## src/rtl/pipe_ctrl_n.sv

```systemverilog
// pipe_ctrl_n -- pipeline hazard / exception controller
//
// Purpose:
//   Produces per-stage hold signals from per-stage stall requests and from
//   load-use bubbles. It sequences exception redirects: an exception either
//   flushes at once or waits until younger stages stop stalling. A watchdog
//   flags pipelines that stay stalled for too long.
//
// Parameters:
//   STAGES      number of controlled stages (0 = PC/IF, STAGES-1 = WB)
//   ID_IDX      decode stage index (load-use bubble source)
//   EXCP_IDX    stage index where exceptions are detected
//   LOAD_BUBBLE stall cycles per load-use hazard (1..15)
//   TMO_W       width of the stall watchdog counter
//
// Ports:
//   clk        in   clock, rising edge
//   resetn     in   asynchronous active-low reset
//   stallreq   in   [STAGES] per-stage stall request
//   load_use   in   decode load-use hazard
//   excp_req   in   exception pulse from stage EXCP_IDX
//   excp_pc    in   [32] handler PC for excp_req
//   stall      out  [STAGES] per-stage hold (combinational)
//   flush      out  registered one-cycle flush pulse
//   new_pc     out  [32] redirect PC, valid while flush=1
//   stall_tmo  out  sticky watchdog flag
module pipe_ctrl_n #(
  parameter int STAGES      = 6,
  parameter int ID_IDX      = 2,
  parameter int EXCP_IDX    = 4,
  parameter int LOAD_BUBBLE = 1,
  parameter int TMO_W       = 8
) (
  input  logic              clk,
  input  logic              resetn,
  input  logic [STAGES-1:0] stallreq,
  input  logic              load_use,
  input  logic              excp_req,
  input  logic [31:0]       excp_pc,
  output logic [STAGES-1:0] stall,
  output logic              flush,
  output logic [31:0]       new_pc,
  output logic              stall_tmo
);

  typedef enum logic [1:0] {IDLE, LOAD, PEND, FLUSH} state_t;

  localparam logic [STAGES-1:0] ONES       = {STAGES{1'b1}};
  localparam logic [STAGES-1:0] ABOVE_ID   = ONES << (ID_IDX + 1);
  localparam logic [STAGES-1:0] ABOVE_EXCP = ONES << (EXCP_IDX + 1);
  localparam logic [STAGES-1:0] ID_BIT     = {{(STAGES-1){1'b0}}, 1'b1} << ID_IDX;

  // Counter value on entering LOAD. When the hazard cycle itself was not
  // blocked by a younger stall it already served as the first bubble.
  localparam logic [3:0] CNT_BLOCKED = 4'(LOAD_BUBBLE - 1);
  localparam logic [3:0] CNT_FREE    = 4'(LOAD_BUBBLE - 2);

  state_t             r_state;
  logic [3:0]         r_cnt;
  logic               r_flush;
  logic [31:0]        r_newPc;
  logic [TMO_W-1:0]   r_wd;
  logic               r_tmo;

  logic               w_blockId;
  logic               w_blockEx;
  logic               w_loadStart;
  logic               w_idSrc;
  logic [STAGES-1:0]  w_src;
  logic [STAGES-1:0]  w_stall;
  logic [TMO_W-1:0]   w_wdNext;

  // A younger stage stalling means the bubble (or the flush) cannot
  // advance, so the bubble is not consumed / the exception must wait.
  assign w_blockId   = |(stallreq & ABOVE_ID);
  assign w_blockEx   = |(stallreq & ABOVE_EXCP);
  // Load-use stalls decode in the hazard cycle itself; an exception wins.
  // Reset masks it so only stallreq drives stall during reset.
  assign w_loadStart = resetn && (r_state == IDLE) && load_use && !excp_req;
  assign w_idSrc     = (r_state == LOAD) || w_loadStart;
  assign w_src       = stallreq | (w_idSrc ? ID_BIT : '0);

  // Highest active source k freezes stages 0..k: prefix-OR from the top.
  always_comb begin : stallGen
    logic acc;
    acc     = 1'b0;
    w_stall = '0;
    for (int i = STAGES - 1; i >= 0; i--) begin
      acc        = acc | w_src[i];
      w_stall[i] = acc;
    end
    if (r_state == FLUSH) begin
      w_stall = '0;
    end
  end

  // Control FSM with registered flush and captured redirect PC.
  always_ff @(posedge clk or negedge resetn) begin
    if (!resetn) begin
      r_state <= IDLE;
      r_cnt   <= 4'd0;
      r_flush <= 1'b0;
      r_newPc <= 32'd0;
    end else begin
      r_flush <= 1'b0;
      case (r_state)
        IDLE, LOAD: begin
          if (excp_req) begin
            r_newPc <= excp_pc;
            r_cnt   <= 4'd0;
            if (w_blockEx) begin
              r_state <= PEND;
            end else begin
              r_state <= FLUSH;
              r_flush <= 1'b1;
            end
          end else if (r_state == LOAD) begin
            if (!w_blockId) begin
              if (r_cnt == 4'd0) begin
                r_state <= IDLE;
              end else begin
                r_cnt <= r_cnt - 4'd1;
              end
            end
          end else if (load_use) begin
            if (w_blockId) begin
              r_state <= LOAD;
              r_cnt   <= CNT_BLOCKED;
            end else if (LOAD_BUBBLE > 1) begin
              r_state <= LOAD;
              r_cnt   <= CNT_FREE;
            end
          end
        end
        PEND: begin
          if (!w_blockEx) begin
            r_state <= FLUSH;
            r_flush <= 1'b1;
          end
        end
        FLUSH: begin
          r_state <= IDLE;
        end
        default: begin
          r_state <= IDLE;
        end
      endcase
    end
  end

  // Watchdog counts consecutive stalled cycles and saturates; the flag is
  // raised on the same edge the counter reaches all ones.
  always_comb begin
    w_wdNext = '0;
    if (|w_stall) begin
      w_wdNext = (&r_wd) ? r_wd : r_wd + 1'b1;
    end
  end

  always_ff @(posedge clk or negedge resetn) begin
    if (!resetn) begin
      r_wd  <= '0;
      r_tmo <= 1'b0;
    end else begin
      r_wd <= w_wdNext;
      if (&w_wdNext) begin
        r_tmo <= 1'b1;
      end
    end
  end

  assign stall     = w_stall;
  assign flush     = r_flush;
  assign new_pc    = r_newPc;
  assign stall_tmo = r_tmo;

endmodule

```

## config.mk

```make
export PLATFORM = sky130hd
export DESIGN_NAME = pipe_ctrl_n
export DESIGN_NICKNAME = d
export VERILOG_FILES = /design/src/rtl/pipe_ctrl_n.sv
export SDC_FILE = /design/constraint.sdc
export NUM_CORES = 1
export LEC_CHECK = 0
export ABC_AREA = 1
export BUFFER_PORTS_ARGS = -buffer_cell sky130_fd_sc_hd__buf_4
export CORE_MARGIN = 2
export CORE_UTILIZATION = 49
export DETAILED_ROUTE_END_ITERATION = 10
export GPL_TIMING_DRIVEN = 0
export PLACE_DENSITY = 0.79
export SETUP_SLACK_MARGIN = 0.4
export SYNTH_ARGS = -nofsm -noshare
export SYNTH_HDL_FRONTEND = slang
export SYNTH_SLANG_ARGS = --single-unit
export TNS_END_PERCENT = 100
```

## constraint.sdc

```tcl
create_clock -name clk -period 1.95 [get_ports clk]
set_clock_uncertainty 0.15 [all_clocks]
set_input_delay 0.195 -clock clk [delete_from_list [all_inputs] [get_ports clk]]
set_output_delay 0.195 -clock clk [all_outputs]
set_load 0.005 [all_outputs]
```

* After elaboration in Yosys (flattened, before gate mapping) *
Index checks and enable logic that the tools add are counted.

operators by class
  add/subtract/negate cells = 2
  muxes and demuxes = 22
  bitwise gates (word level) = 6
  reduce and logical (&&, ||, !) cells = 17
  equality and inequality tests = 10

operators by type and width
  cell                                                                    count
  4-bit two-way mux                                                       6
  8-bit two-way mux                                                       2
  4-bit inequality test (second input constant)                           4
  8-bit AND reduction                                                     2
  2-bit two-way mux                                                       7
  5-bit AND reduction                                                     2
  8-bit by 1-bit adder with 8-bit output (second input constant)          1
  6-bit two-way mux                                                       1
  3-bit inequality test (second input constant)                           2
  6-bit by 3-bit bitwise OR with 6-bit output                             1
  2-bit one-hot mux with 3 select lines                                   1
  3-bit nonzero test                                                      2
  6-bit OR reduction                                                      1
  1-bit bitwise OR                                                        5
  2-bit equality test (second input constant)                             2
  4-bit zero test                                                         1
  4-bit by 1-bit subtractor with 4-bit output (second input constant)     1
  1-bit logical AND                                                       3
  1-bit two-way mux                                                       3
  3-bit two-way mux                                                       1
  3-bit OR reduction                                                      1
  2-bit by 1-bit equality test with 1-bit output (second input constant)  1
  2-bit zero test                                                         1
  2-bit inequality test (second input constant)                           1
  other kinds (5)                                                         5

word-level totals
  logic and storage cells = 63
  output and inout bits = 40
  flip-flop bits (word level) = 48
  bits of input ports = 42

* Depth between registers and ports, before layout *
  depth after elaboration = 16
  gate-level depth with buffers = 9
  mapped depth without buffers = 9

* Worst setup path before layout *
No wires, ideal clock.

  kind = reg-to-reg
  from = register r_wd[0]
  to = register r_tmo (netlist: stall_tmo)
  clock period less this slack = 1493 ps
  setup slack = 457 ps
  buffers on the path = 0
  arrival time = 1265 ps
  required time = 1722 ps
  stages on the path, launching flop included = 10
  setup time = 78 ps
  cell sequence = dfrtp_1 -> ha_1 -> nand2_2 -> nor2_4 -> nand2_2 -> nand2_1 -> nand2_1 -> nor2_1 -> nand4_1 -> o21bai_1

on the way
  cells in the longest elaborated chain, start to end = 4

ends and longest elaborated chain
  item                                                                           line  text
  start: declaration                                                             62    logic [TMO_W-1:0] r_wd;
  start signal: assignment                                                       165   r_wd <= w_wdNext;
  8-bit by 1-bit adder with 8-bit output or 8-bit AND reduction (tied branches)  156   w_wdNext = (&r_wd) ? r_wd : r_wd + 1'b1;
  8-bit two-way mux (*)                                                          156
  8-bit two-way mux (*)                                                          155   if (|w_stall) begin
  8-bit AND reduction (*)                                                        166   if (&w_wdNext) begin
  end signal: assignment                                                         163   r_tmo <= 1'b0;
  end signal: assignment                                                         167   r_tmo <= 1'b1;
  end: declaration                                                               63    logic r_tmo;

Every way passes the cells marked *; elsewhere a longest branch is shown, timed or not.
A chain may end at the register's enable or synchronous reset.

* Worst setup path after layout *
  from = register r_state[0]
  to = output port stall[0]

on the way
  cells in the longest elaborated chain, start to end = 11

ends and longest elaborated chain
  item                                         line  text
  start: declaration                           58    state_t r_state;
  start signal: assignment                     100   r_state <= IDLE;
  start signal: assignment                     112   r_state <= PEND;
  start signal: assignment                     114   r_state <= FLUSH;
  2-bit zero test                              79    assign w_loadStart = resetn && (r_state == IDLE) && load_use && !excp_req;
  1-bit logical AND (3 in a row)               79
  1-bit logical OR                             80    assign w_idSrc = (r_state == LOAD) || w_loadStart;
  3-bit two-way mux                            81    assign w_src = stallreq | (w_idSrc ? ID_BIT : '0);
  6-bit by 3-bit bitwise OR with 6-bit output  81
  1-bit bitwise OR (3 in a row)                89    acc = acc | w_src[i];
  6-bit two-way mux (*)                        92    if (r_state == FLUSH) begin
  end: declaration                             40    output logic [STAGES-1:0] stall,

Marks and branches as above.

==> summary.txt <==
Min path
  – Hold Crit Class: in2async

STA
  – Fin. max-slew vios: 0
  – Fin Setup TNS: 0 ns
  – Tcrit/Tclk final: 0.8697
  – Finish-stage setup viols: 0
  – Slew HR: 0.7028
  – Period minus WS final: 1.696 ns
  – FMAX: 0.5896 GHz
  – RSZ-0062 raised after global routing: true
  – Least-Margin Pin Slew: 0.4458 ns
  – Final Hold Viols: 48
  – WHS: -0.3371 ns

Routing
  – Number of remaining DRC errors: 0
  – Post-route ant nets: 0
  – Vias per cell: 5.102
  – Routed Wire Length: 7062 µm
  – DR WL/cell: 15.03 µm
  – Drt first-iter violations: 210
  – Vias: 2398
  – DRT Pass-1 Iters: 4

Synth
  – EDFF count, synth: 0
  – Syn Area/Cell: 8.079 µm²
  – Yosys warnings: 0
  – Top_reg_cell synth: dfrtp_1
  – Top cells by count, synth: nand2_1, dfrtp_1, inv_1
  – Largest cells by area after synthesis: dfrtp_1, nand2_1, inv_1
  – Syn_nets: 323
  – Sequential area share after synthesis: 0.5348
  – Synthesis-stage register bit count: 48
  – Area share of the largest cell type after synthesis: 0.5348
  – Async S/R FF share, synth: 1.000
  – Mapped cell area: 2246 µm²
  – Post-synthesis cell count: 278
  – Cell taking the most area after synthesis: dfrtp_1
  – Yosys cell types: 28
  – Top-count cell post-synth: nand2_1

Global routing
  – Initial antenna violation count: 0
  – GRT Total Usage: 0.2830
  – Vias in the first global route: 2380
  – Grt ovf: 0
  – Pin count of the biggest net entering global routing: 50
  – First-pass GRT wire length: 11300 µm

Worst setup path
  – Crit-path max FO: 4
  – CP startpoint kind: register
  – Critical Path Max Stage Delay: 0.44 ns
  – WS Path Type: reg2out
  – Crit path cell chain: nand2_2, nand2_2, nor2_4, nand3_2, nand2_2, nand2_4, buf_6
  – Critical path depth: 7
  – Slowest cell on the critical path: dfrtp_2
  – Critical Path RT: 1.60 ns
  – Flop2flop setup slack: 0.29 ns
  – Worst Reg-to-Reg Cells: 10
  – Worst Setup EP: stall[0]
  – CP top delay family: simple AND/OR/NAND/NOR gates
  – Worst R2R End: r_cnt[2]$_DFFE_PN0P_
  – RR Startpoint: r_state[1]$_DFFE_PN0P_
  – CP Buf/Inv Count: 1
  – Arr. time, crit path: 1.35 ns
  – Most used cell, CP: nand2_2
  – Endpoint type of the worst setup path: output pin
  – Crit path launch: r_state[0]$_DFFE_PN0P_

Placed design
  – Final GP Congestion: 0.8555
  – Port buffer count: 81
  – DP HPWL: 3643 µm

Floorplan
  – Die height: 71.70 µm
  – Die width: 71.70 µm
  – Core ar.: 4384 µm²
  – Die ar.: 5141 µm²
  – I/O pin count: 82
  – Initial core utilization: 0.5123
  – Num rows: 24

CTS
  – Clock-pin transition on the worst setup and hold timing paths: 0.08 ns
  – Clock sink count: 48
  – CTS Buffer Depth: 2
  – Clock root buffer: clkbuf_8
  – CTS buffer count: 5
  – Latest clock arrival within the worst-skew pair: 0.30 ns
  – CTS tree: built
  – Hold buffers post-CTS: 33
  – H-tree depth: 2

Power
  – Comb power frac: 0.495
  – Sequential share of power: 0.344
  – Worst vdd ir: 858.7 µV
  – Net Sw Power: 1.927 mW
  – Clock share of power: 0.161
  – Sw Share: 0.3728
  – Leakage: 1.966 nW
  – Cell Int Power: 3.243 mW
  – Pwr/cell area: 1413 nW/µm²

Cells and area
  – Ant diodes: 0
  – Layout cell share with drive strength beyond 1: 0.3493
  – Final Core Density: 0.8348
  – Synth-to-Final Area Change: 62.95%
  – Nets@finish: 463

Status
  – Failing checks: negative hold slack
  – Outcome: finished, violations left

Run
  – Max-cap viol count: 0
## worst min path at each step
stage / to / slack [ns]
floorplan: flush$_DFF_PN0_ / -0.25
global placement: r_cnt[2]$_DFFE_PN0P_ / 0.10
detailed placement: r_cnt[2]$_DFFE_PN0P_ / 0.10
CTS: flush$_DFF_PN0_ / -0.32
global route: flush$_DFF_PN0_ / -0.31
finish: r_cnt[3]$_DFFE_PN0P_ / -0.34
## per-stage QoR
step,worst slack (ns),cell area [µm²],std cells,total power [mW],hold slack [ns]
after floorplan,0.4565,2246,278,2.717,-0.2506
after global placement,0.2175,2919,411,3.594,0.1008
after CTS,0.2592,3572,467,4.867,-0.3206
after detailed placement,0.1692,2919,411,3.664,0.1022
final,0.2541,3660,470,5.170,-0.3371
after global routing,0.1969,3660,470,5.521,-0.3069
## worst register-to-register path, delay by kind of cell, from the launching register on
kind,cells,cell delay (ns)
AND/OR/NAND/NOR,3,0.31
buffers and inverters,6,0.60
AO/OA/AOI/OAI,1,0.09
flip-flops,1,0.43
## registers in the layout (all words and copies together) (netlist names)
name	cells
r_state	2
new_pc	32
r_cnt	4
flush	1
r_wd	8
stall_tmo	1
## layout make-up
| cell class | instances | area [µm²] |
|---|---|---|
| Buffer | 6 | 37.54 |
| Clock buffer | 5 | 68.82 |
| Clock inverter | 2 | 60.06 |
| Fill cell | 239 | 724.4 |
| Inverter | 23 | 88.84 |
| Multi-Input combinational cell | 201 | 1025 |
| Sequential cell | 48 | 1204 |
| Tap cell | 52 | 65.06 |
| Timing Repair Buffer | 133 | 1111 |
## cells in the final DEF (no fill, tap or decap), types with 2 or more instances in the layout
cell type	Yosys	layout
nor3_1	3	2
nand4_1	2	2
nor2_2	3	2
o21ai_1	0	2
inv_2	1	3
nand2_1	129	125
buf_6	0	8
xor2_1	2	2
buf_2	4	2
o21ai_0	7	5
a31oi_1	2	2
nor2_1	15	14
bufinv_16	0	2
nand2_2	4	5
dlygate4sd3_1	0	33
buf_4	0	92
dfrtp_2	0	2
clkbuf_4	0	3
nand2_4	1	4
nand3b_1	2	2
o21bai_1	2	2
nand3_1	11	8
dfrtp_1	48	46
nand3_2	1	4
nor3_4	1	2
nor2_4	2	4
a21oi_1	7	6
clkbuf_8	0	5
inv_1	21	19
## power groups by stage
stage                     logic (mW)  registers [mW]  clock network (mW)
after global placement          1.83            1.77                   0
after detailed placement        1.90            1.76                   0
after global routing            2.81            1.83               0.885
after floorplan                0.955            1.76                   0
after CTS                       2.27            1.75               0.843
final                           2.56            1.78               0.835
## cell families (layout without fill, tap and decap cells)
| group | Yosys count | count (layout) | share of synthesized area |
|---|---|---|---|
| XOR/XNOR | 2 | 2 | 0.007801 |
| buffers and inverters | 29 | 169 | 0.05181 |
| adder cells (fa/ha/maj) | 3 | 3 | 0.01671 |
| AND/OR/NAND/NOR | 176 | 176 | 0.3365 |
| flip-flops | 48 | 48 | 0.5348 |
| AO/OA/AOI/OAI | 20 | 20 | 0.05236 |
## metal layers
layer  vias to the layer above  share of wire  track usage
li1                       1137              -            -
met1                      1120           0.38       0.3444
met2                       121           0.51       0.4918
met3                        20          0.086      0.07876
met4                         0          0.022      0.08176
met5                         -              0            0
## repair_timing
| item | CTS | global route |
|---|---|---|
| gates cloned | 0 | 0 |
| endpoints found under the hold margin | 81 | 48 |
| gates resized for setup | 21 | 20 |
| setup buffers | 16 | 3 |
| pin swaps | 11 | 12 |
| setup endpoints to repair | 40 | 47 |
(Power assumes the default switching activity.)
